### config.mk
export PLATFORM = sky130hd
export DESIGN_NAME = cart_bank_mapper_flat
export DESIGN_NICKNAME = d
export VERILOG_FILES = /design/src/rtl/cart_bank_mapper_if.sv /design/src/rtl/cart_bank_mapper.sv /design/src/flat_wrapper.sv
export SDC_FILE = /design/constraint.sdc
export NUM_CORES = 1
export LEC_CHECK = 0
export BUFFER_PORTS_ARGS = -buffer_cell sky130_fd_sc_hd__buf_4
export CAP_MARGIN = 20
export CORE_ASPECT_RATIO = 0.6
export CORE_MARGIN = 4
export CORE_UTILIZATION = 48
export CTS_BUF_LIST = sky130_fd_sc_hd__clkbuf_8 sky130_fd_sc_hd__clkbuf_16
export DETAILED_ROUTE_END_ITERATION = 8
export GPL_ROUTABILITY_DRIVEN = 0
export PLACE_DENSITY = 0.75
export SYNTH_ARGS = -nofsm -noshare
export SYNTH_HDL_FRONTEND = slang
export SYNTH_SLANG_ARGS = --single-unit
### constraint.sdc
create_clock -name clk_sys -period 1.4 [get_ports clk_sys]
set_input_delay 0 -clock clk_sys [delete_from_list [all_inputs] [get_ports clk_sys]]
set_output_delay 0 -clock clk_sys [all_outputs]
set_load 0.05 [all_outputs]
### src/rtl/cart_bank_mapper_if.sv
// CPU-side and DDR3-side toggle handshake bundle for cart_bank_mapper.
// master = mapper (drives cpu_ack, mem_addr, mem_req); slave = its environment.
interface cart_bank_mapper_if #(
  parameter int CPU_W = 22,
  parameter int OUT_W = 25
);
  logic [CPU_W-1:0] cpu_addr;
  logic             cpu_req;
  logic             cpu_ack;
  logic [OUT_W-1:0] mem_addr;
  logic             mem_req;
  logic             mem_ack;

  modport master (
    input  cpu_addr,
    input  cpu_req,
    output cpu_ack,
    output mem_addr,
    output mem_req,
    input  mem_ack
  );

  modport slave (
    output cpu_addr,
    output cpu_req,
    input  cpu_ack,
    input  mem_addr,
    input  mem_req,
    output mem_ack
  );
endinterface

### src/rtl/cart_bank_mapper.sv
// Cartridge bank mapper: page-table translation of CPU ROM requests onto DDR3, toggle handshake.
// Optional SRAM window over bank SRAM_BANK, enabled by defining MAPPER_SRAM_EN.
module cart_bank_mapper #(
  parameter int CPU_W     = 22,
  parameter int OFFS_W    = 19,
  parameter int PAGE_BITS = 6,
  parameter int SRAM_BANK = 4
) (
  input  logic                            clk_sys,
  input  logic                            reset,
  input  logic                            map_we,
  input  logic [CPU_W-OFFS_W-1:0]         map_a,
  input  logic [PAGE_BITS-1:0]            map_d,
  input  logic [PAGE_BITS-1:0]            rom_page_mask,
  cart_bank_mapper_if.master              bus,
  input  logic                            sram_we,
  input  logic [1:0]                      sram_d,
  output logic                            sram_hit,
  output logic                            sram_wp
);
  localparam int BANK_BITS = CPU_W - OFFS_W;
  localparam int OUT_W     = PAGE_BITS + OFFS_W;
  localparam int NBANKS    = 2 ** BANK_BITS;

  typedef enum logic [1:0] {IDLE, WAIT, SACK} state_t;

  state_t                 state;
  logic [PAGE_BITS-1:0]   map_tbl [NBANKS];
  logic                   use_map;
  logic                   cpu_ack_q;
  logic                   mem_req_q;
  logic [OUT_W-1:0]       mem_addr_q;
  logic                   sram_hit_q;

  logic [BANK_BITS-1:0]   bank;
  logic [PAGE_BITS-1:0]   page;
  logic [OUT_W-1:0]       phys;
  logic                   win_hit;

  assign bank = bus.cpu_addr[CPU_W-1:OFFS_W];

  always_comb begin
    page = PAGE_BITS'(bank);
    if (use_map) page = map_tbl[bank];
    phys = {page & rom_page_mask, bus.cpu_addr[OFFS_W-1:0]};
  end

`ifdef MAPPER_SRAM_EN
  logic sram_en;
  logic sram_wp_q;

  always_ff @(posedge clk_sys) begin
    if (reset) begin
      sram_en   <= 1'b0;
      sram_wp_q <= 1'b0;
    end else if (sram_we) begin
      sram_en   <= sram_d[0];
      sram_wp_q <= sram_d[1];
    end
  end

  assign win_hit = sram_en && (bank == BANK_BITS'(SRAM_BANK));
  assign sram_wp = sram_wp_q;
`else
  logic unused_sram;
  assign unused_sram = ^{sram_we, sram_d};
  assign win_hit     = 1'b0;
  assign sram_wp     = 1'b0;
`endif

  // Table update and request latch share the edge, so a latch in the
  // same cycle as a write sees the old entry.
  always_ff @(posedge clk_sys) begin
    if (reset) begin
      for (int i = 0; i < NBANKS; i++) map_tbl[i] <= PAGE_BITS'(i);
      use_map    <= 1'b0;
      state      <= IDLE;
      mem_req_q  <= bus.mem_ack;
      cpu_ack_q  <= bus.cpu_req;
      mem_addr_q <= '0;
      sram_hit_q <= 1'b0;
    end else begin
      if (map_we && (map_a != '0)) begin
        map_tbl[map_a] <= map_d;
        use_map        <= 1'b1;
      end
      case (state)
        IDLE: begin
          if (bus.cpu_req != cpu_ack_q) begin
            mem_addr_q <= phys;
            sram_hit_q <= win_hit;
            if (win_hit) begin
              state <= SACK;
            end else begin
              mem_req_q <= ~mem_req_q;
              state     <= WAIT;
            end
          end
        end
        WAIT: begin
          if (bus.mem_ack == mem_req_q) begin
            cpu_ack_q <= bus.cpu_req;
            state     <= IDLE;
          end
        end
        SACK: begin
          cpu_ack_q <= bus.cpu_req;
          state     <= IDLE;
        end
        default: state <= IDLE;
      endcase
    end
  end

  assign bus.cpu_ack  = cpu_ack_q;
  assign bus.mem_req  = mem_req_q;
  assign bus.mem_addr = mem_addr_q;
  assign sram_hit     = sram_hit_q;
endmodule

### src/flat_wrapper.sv
// flat-port wrapper written by rule: the top's interface ports become plain ports
module cart_bank_mapper_flat 
#(
  parameter int CPU_W     = 22,
  parameter int OFFS_W    = 19,
  parameter int PAGE_BITS = 6,
  parameter int SRAM_BANK = 4
)
  (clk_sys, reset, map_we, map_a, map_d, rom_page_mask, sram_we, sram_d, sram_hit, sram_wp, bus_cpu_addr, bus_cpu_req, bus_cpu_ack, bus_mem_addr, bus_mem_req, bus_mem_ack);
  cart_bank_mapper_if #(.CPU_W(CPU_W), .OUT_W(25)) bus_i ();
  input  logic clk_sys;
  input  logic reset;
  input  logic map_we;
  input  logic [CPU_W-OFFS_W-1:0] map_a;
  input  logic [PAGE_BITS-1:0] map_d;
  input  logic [PAGE_BITS-1:0] rom_page_mask;
  input  logic sram_we;
  input  logic [1:0] sram_d;
  output logic sram_hit;
  output logic sram_wp;
  input wire logic [$bits(bus_i.cpu_addr)-1:0] bus_cpu_addr;
  input wire logic [$bits(bus_i.cpu_req)-1:0] bus_cpu_req;
  output wire logic [$bits(bus_i.cpu_ack)-1:0] bus_cpu_ack;
  output wire logic [$bits(bus_i.mem_addr)-1:0] bus_mem_addr;
  output wire logic [$bits(bus_i.mem_req)-1:0] bus_mem_req;
  input wire logic [$bits(bus_i.mem_ack)-1:0] bus_mem_ack;
  assign bus_i.cpu_addr = bus_cpu_addr;
  assign bus_i.cpu_req = bus_cpu_req;
  assign bus_cpu_ack = bus_i.cpu_ack;
  assign bus_mem_addr = bus_i.mem_addr;
  assign bus_mem_req = bus_i.mem_req;
  assign bus_i.mem_ack = bus_mem_ack;
  cart_bank_mapper #(.CPU_W(CPU_W), .OFFS_W(OFFS_W), .PAGE_BITS(PAGE_BITS), .SRAM_BANK(SRAM_BANK)) u_core (.clk_sys(clk_sys), .reset(reset), .map_we(map_we), .map_a(map_a), .map_d(map_d), .rom_page_mask(rom_page_mask), .bus(bus_i), .sram_we(sram_we), .sram_d(sram_d), .sram_hit(sram_hit), .sram_wp(sram_wp));
endmodule
==> impl_metrics.env, run 1 <==
export IMPL_synth_area_top_cells="edfxtp_1 (46%), dfxtp_1 (17%), and2_1 (6.0%), a22o_1 (5.1%), mux2_2 (4.1%)"
export IMPL_finalHoldViolCount=0
export IMPL_setup_viol=2
export IMPL_numPortBuffers=68
export IMPL_period_share_pct=102
export IMPL_cts_root_buf="clkbuf_16"
export IMPL_leakage_nw=1.82
export IMPL_yosysWarnings=0
export IMPL_worstSetupPathType="register to register"
export IMPL_worstSkewPairLatency_ns=0.34
export IMPL_ys_seq_area_share_pct=62.7
export IMPL_whs_endpoint="u_core.map_tbl[6][1]$_SDFFCE_PN1P_"
export IMPL_worst_clock_skew_ns=0.00781
export IMPL_synth_top_family_by_area="simple AND/OR/NAND/NOR gates"
export IMPL_synth_seq_cells=77
export IMPL_pre_cts_ws_ns=-0.138
export IMPL_fp_row_count=22
export IMPL_die_area_um2=8210
export IMPL_cp_max_fo=5
export IMPL_maxSlewHeadroom_pct=48.4
export IMPL_wirelength_um=8510
export IMPL_wl_per_cell_um=19.0
export IMPL_synth_adder_area_share_pct=0
export IMPL_reg2reg_to="u_core.bus.mem_addr[24]$_SDFFE_PP0P_"
export IMPL_cp_data_required_time_ns=1.64
export IMPL_grt_max_degree=21
export IMPL_synth_cell_type_count=35
export IMPL_drv_cap=0
export IMPL_netlist_area_leader_share_pct=46.1
export IMPL_core_um2=6330
export IMPL_areaGrowthSynthToFinish_pct=41.5
export IMPL_cts_sinks=77
export IMPL_finalMaxSlewViolations=0
export IMPL_synth_compound_area_share_pct=10.2
export IMPL_grt_antenna_before_repair=0
export IMPL_vias_per_cell=5.35
export IMPL_startpoint_type="register"
export IMPL_dr_first_iter_drc_count=245
export IMPL_synth_avg_cell_area_um2=13.5
export IMPL_synth_mux_area_share_pct=8.30
export IMPL_crit_arrival_ns=1.67
export IMPL_dpl_cell_area_um2=3930
export IMPL_drtAntennaViolNets=0
export IMPL_outcome="finished, violations left"
export IMPL_fin_crit_ns=1.43
export IMPL_via_count=2403
export IMPL_fin_nets=405
export IMPL_grt_ovfl_total=0
export IMPL_multiInputGateArea_um2=1170
export IMPL_max_freq_mhz=702
export IMPL_path_clk_slew_ns=0.07
export IMPL_die_h_um=71.8
export IMPL_synthCells=241
export IMPL_synthArstFlopShare_pct=0
export IMPL_synth_ff_type="edfxtp_1"
export IMPL_hp_class="input pin to register"
export IMPL_yosys_area_top_type="edfxtp_1"
export IMPL_fin_ws_ns=-0.0253
export IMPL_cts_buffers=9
export IMPL_finalSetupTns_ns=-0.0324
export IMPL_track_usage_pct=21.8
export IMPL_rsz0062_at_grt="true"
export IMPL_synth_simple_area_share_pct=13.9
export IMPL_violations="negative setup slack"
export IMPL_diodes=0
export IMPL_end_kind="register"
export IMPL_die_x_um=114
export IMPL_initial_core_util_pct=51.4
export IMPL_synth_edf_count=50
export IMPL_worst_r2r_path_depth=4
export IMPL_peakVddDrop_mv=0.821
export IMPL_drive_above_1_share_pct=34.8
export IMPL_worstReg2RegStart="u_core.bus.cpu_ack$_DFFE_PP_"
export IMPL_synth_area_um2=3260
export IMPL_max_clock_path_buffers=2
export IMPL_ff_latch_area_um2=2040
export IMPL_stdcell_area_um2=4610
export IMPL_first_global_vias=2420
export IMPL_cts_htree_levels=3
export IMPL_drc=0
export IMPL_tightestPinTransition_ns=0.766
export IMPL_rrSetupSlack_ns=-0.03
export IMPL_dr_pass1_iters=5
export IMPL_num_io_pins=74
export IMPL_synthXorXnorAreaFrac_pct=1.04
export IMPL_cts_tree="done"
export IMPL_power_density_nw_per_um2=1300
export IMPL_fillers=431
export IMPL_hold_start="map_d[1]"
export IMPL_grt_pass1_wl_um=13100
export IMPL_dp_final_hpwl_um=5550
export IMPL_hold_path_depth=2
Yosys cell counts, types with 5 or more instances:
master	count
inv_1	7
edfxtp_1	50
o21ai_0	8
mux4_2	6
nor2_1	13
dfxtp_1	27
a22o_1	19
mux2_2	12
and2_1	31
nand2b_1	5
o32ai_1	5
or3_1	12
nand2_1	5
where the power goes:
part | total (mW) | switching [mW] | leakage, nW | internal, mW
Clock | 2.30 | 0.970 | 0.151 | 1.33
Combinational | 1.02 | 0.593 | 0.963 | 0.428
Sequential | 2.68 | 0.0910 | 0.708 | 2.59
Total | 6.01 | 1.65 | 1.82 | 4.35
cell type report:
type / instances / area share (%)
inverters: 8 / 0.760
clock inverters: 6 / 1.09
repair buffers: 114 / 20.8
flip-flops and latches: 77 / 44.3
well taps: 84 / 2.28
clock buffers: 10 / 5.43
multi-input cells: 150 / 25.3
cell families after synthesis:
group / after synthesis
flops: 77
simple gates: 78
compound gates: 43
xor+xnor: 3
mux: 18
buf+inv: 21
other cells: 1
worst max-delay path, cell delays in order, from the launching register on:
cell and delay (ns):
edfxtp_1 0.50, xor2_2 0.25, buf_4 0.19, nand3_4 0.09, o32ai_1 0.30
metal layers:
metal | global-route usage, % | vias up | routed length [um]
li1 | - | 1135 | -
met1 | 30.6 | 1140 | 3880
met2 | 31.5 | 115 | 3770
met3 | 7.93 | 13 | 755
met4 | 6.98 | 0 | 108
met5 | 0 | - | 0
cell usage in the layout (no fill, tap or decap), drive strengths merged, types with 3 or more instances in the layout:
cell / instances
a21oi: 3
o21ai: 8
conb: 8
nand2b: 5
a22o: 19
inv: 12
mux2: 12
dfxtp: 27
or3: 12
clkbuf: 10
buf: 83
dlygate4sd3: 31
o32ai: 5
nor2: 13
o221ai: 4
nand3: 4
nand2: 5
edfxtp: 50
and2: 31
mux4: 6
sequential cells by signal, summed over array words and instances (netlist names):
signal and count:
u_core.bus.mem_addr 25, u_core.map_tbl 48, u_core.bus.cpu_ack 1, u_core.bus.mem_req 1
u_core.use_map 1, u_core.state 1
metrics by stage:
stage          cells  power, mW  utilization [%]  hold slack [ns]
2_1_floorplan    248       3.26                -           0.0989
3_3_place_gp     401       3.60             62.0            0.210
3_5_place_dp     401       3.62             62.0            0.215
4_1_cts          449       5.98             72.0          0.00477
5_1_grt          449       6.21             72.8          0.00980
6_report         449       6.01             72.8          0.00832
repair_timing:
item	CTS	global route
hold buffers	31	0
endpoints found under the hold margin	37	0
resized for setup	0	8
endpoints found under the setup margin	19	25
pin swaps	1	1
setup buffers	1	0
gates cloned	0	0
worst max path at each step:
stage                                      endpoint  depth (start not counted)  slack, ns                    startpoint
2_1_floorplan          u_core.bus.mem_req$_DFFE_PP_                          4      -0.18  u_core.bus.cpu_ack$_DFFE_PP_
3_3_place_gp   u_core.bus.mem_addr[12]$_SDFFE_PP0P_                          3      -0.07  u_core.bus.cpu_ack$_DFFE_PP_
3_5_place_dp    u_core.bus.mem_addr[7]$_SDFFE_PP0P_                          3      -0.14  u_core.bus.cpu_ack$_DFFE_PP_
4_1_cts                u_core.bus.mem_req$_DFFE_PP_                          4       0.01  u_core.bus.cpu_ack$_DFFE_PP_
5_1_grt        u_core.bus.mem_addr[24]$_SDFFE_PP0P_                          4      -0.12  u_core.bus.cpu_ack$_DFFE_PP_
6_report       u_core.bus.mem_addr[24]$_SDFFE_PP0P_                          4      -0.03  u_core.bus.cpu_ack$_DFFE_PP_
Note: power is estimated with default switching activity, not from simulation.
==> run 2: changes to the inputs <==
==> constraint.sdc (replaced) <==
create_clock -name clk_sys -period 1.24 [get_ports clk_sys]
set_input_delay 0 -clock clk_sys [delete_from_list [all_inputs] [get_ports clk_sys]]
set_output_delay 0 -clock clk_sys [all_outputs]
set_load 0.05 [all_outputs]
==> impl_metrics.env, run 2 (same netlist as run 1, synthesis figures left out) <==
export IMPL_grt_max_degree=20
export IMPL_core_um2=6330
export IMPL_route_met2_wl_um=4340
export IMPL_fillers=415
export IMPL_worstSetupPathType="register to register"
export IMPL_grt_antenna_before_repair=0
export IMPL_finalHoldViolCount=0
export IMPL_fin_ws_ns=-0.159
export IMPL_dpl_cell_area_um2=3970
export IMPL_fin_nets=413
export IMPL_final_cell_mix="buf_4 (88), edfxtp_1 (50), and2_1 (31)"
export IMPL_num_io_pins=74
export IMPL_die_x_um=114
export IMPL_drv_cap=0
export IMPL_wl_per_cell_um=20.5
export IMPL_rsz0062_at_grt="true"
export IMPL_wl_met1_um=3790
export IMPL_cts_sinks=77
export IMPL_diodes=0
export IMPL_p_sw_mw=1.89
export IMPL_power_density_nw_per_um2=1430
export IMPL_die_h_um=71.8
export IMPL_violations="negative setup slack"
export IMPL_setup_viol=26
export IMPL_cp_max_fo=4
export IMPL_cts_root_buf="clkbuf_16"
export IMPL_hp_class="input pin to register"
export IMPL_areaGrowthSynthToFinish_pct=44.8
export IMPL_die_area_um2=8210
export IMPL_cts_htree_levels=3
export IMPL_outcome="finished, violations left"
export IMPL_path_buf_inv=1
export IMPL_pwr_share_clk_pct=36.5
export IMPL_cpLargestDelayFamily="flip-flops"
export IMPL_peakVddDrop_mv=0.744
export IMPL_maxSlewHeadroom_pct=61.2
export IMPL_p_comb_share_pct=18.5
export IMPL_dp_final_hpwl_um=5810
export IMPL_initial_core_util_pct=51.4
export IMPL_layout_commonest_cell="buf_4"
export IMPL_finalMaxSlewViolations=0
export IMPL_wirelength_um=9360
export IMPL_cts_buffers=9
export IMPL_first_global_vias=2564
export IMPL_grt_pass1_wl_um=14100
export IMPL_routed_top_layer="met4"
export IMPL_slowest_delay_ns=0.44
export IMPL_p_sw_share_pct=28.1
export IMPL_cp_cell_sequence="xor2_2 -> buf_4 -> nand3_1 -> o32ai_1"
export IMPL_startpoint_type="register"
export IMPL_power_share_sequential_pct=45.0
export IMPL_numPortBuffers=68
export IMPL_end_kind="register"
export IMPL_fp_row_count=22
export IMPL_track_usage_pct=23.3
export IMPL_wl_met3_um=954
export IMPL_drc=0
export IMPL_max_freq_mhz=715
export IMPL_cp_data_required_time_ns=1.46
export IMPL_worstSkewPairLatency_ns=0.33
export IMPL_worst_clock_skew_ns=0.00351
export IMPL_drtAntennaViolNets=0
export IMPL_grt_ovfl_total=0
export IMPL_max_clock_path_buffers=2
export IMPL_path_clk_slew_ns=0.06
export IMPL_cts_tree="done"
export IMPL_period_share_pct=113
export IMPL_dr_pass1_iters=4
export IMPL_largest_register_ffs=48
export IMPL_dr_first_iter_drc_count=212
export IMPL_p_int_mw=4.84
export IMPL_crit_arrival_ns=1.62
export IMPL_tightestPinTransition_ns=0.578
export IMPL_cpMaxStageDelayCell="edfxtp_1"
export IMPL_pre_cts_ws_ns=-0.243
export IMPL_top_register="u_core.map_tbl"
export IMPL_fin_crit_ns=1.40
export IMPL_leakage_nw=1.87
export IMPL_stdcell_area_um2=4720
export IMPL_vias_per_cell=5.50
export IMPL_via_count=2512
export IMPL_drive_above_1_share_pct=39.7
## run 2: cell types whose count changed in the layout (fill, tap and decap cells not counted), sizes merged
cell / previous run / this run
inv: 12 / 15
clkbuf: 10 / 9
buf: 83 / 93
dlygate4sd3: 31 / 29
clkinv: 2 / 0
## run 2: repair_timing
item | 4_1_cts | 5_1_grt
gates cloned | 0 | 1
hold buffers | 29 | 0
endpoints found under the hold margin | 31 | 0
setup endpoints to repair | 24 | 27
resized for setup | 14 | 12
pin swaps | 4 | 9
setup buffers | 4 | 0
## run 2: stage by stage
stage | setup TNS, ns | cells | hold slack [ns] | utilization (%) | power (mW)
global route | -3.00 | 457 | 0.00581 | 74.5 | 6.98
CTS | -1.40 | 456 | 0.00398 | 73.5 | 6.69
finish | -1.30 | 457 | 0.0169 | 74.5 | 6.73
floorplan | -7.97 | 248 | 0.0989 | - | 3.69
detailed placement | -8.49 | 407 | 0.215 | 62.7 | 4.10
global placement | -6.59 | 407 | 0.210 | 62.7 | 4.08
## run 2: layout make-up
type	instances	area [um^2]	area share [%]
clock inverters	7	53.8	1.14
inverters	8	35.0	0.743
multi-input cells	150	1230	26.2
repair buffers	122	1020	21.6
flip-flops and latches	77	2040	43.3
clock buffers	9	225	4.77
well taps	84	105	2.23
## run 2: routing by layer
| metal | track usage, % | up-vias |
|---|---|---|
| met4 | 7.25 | 0 |
| met2 | 36.9 | 130 |
| met1 | 30.9 | 1207 |
| met5 | 0 | - |
| li1 | - | 1152 |
| met3 | 7.43 | 23 |
## run 2: path summary, 6_finish.rpt
kind	to	from	depth (start not counted)	slack [ns]
setup / recovery	u_core.bus.mem_addr[20]$_SDFFE_PP0P_	u_core.bus.cpu_ack$_DFFE_PP_	4	-0.16
hold / removal	u_core.map_tbl[6][2]$_SDFFCE_PN1P_	map_d[2]	2	0.02
setup reg to reg	u_core.bus.mem_addr[20]$_SDFFE_PP0P_	u_core.bus.cpu_ack$_DFFE_PP_	4	-0.16
hold reg to reg	u_core.bus.mem_addr[13]$_SDFFE_PP0P_	u_core.bus.mem_addr[13]$_SDFFE_PP0P_	1	0.48
## run 2: power groups by stage
stage               Clock [mW]  Sequential, mW  Combinational (mW)
CTS                       2.49            3.02                1.18
finish                    2.46            3.03                1.24
floorplan                    0            3.32               0.371
global route              2.61            3.05                1.32
detailed placement           0            3.07                1.03
global placement             0            3.07                1.02
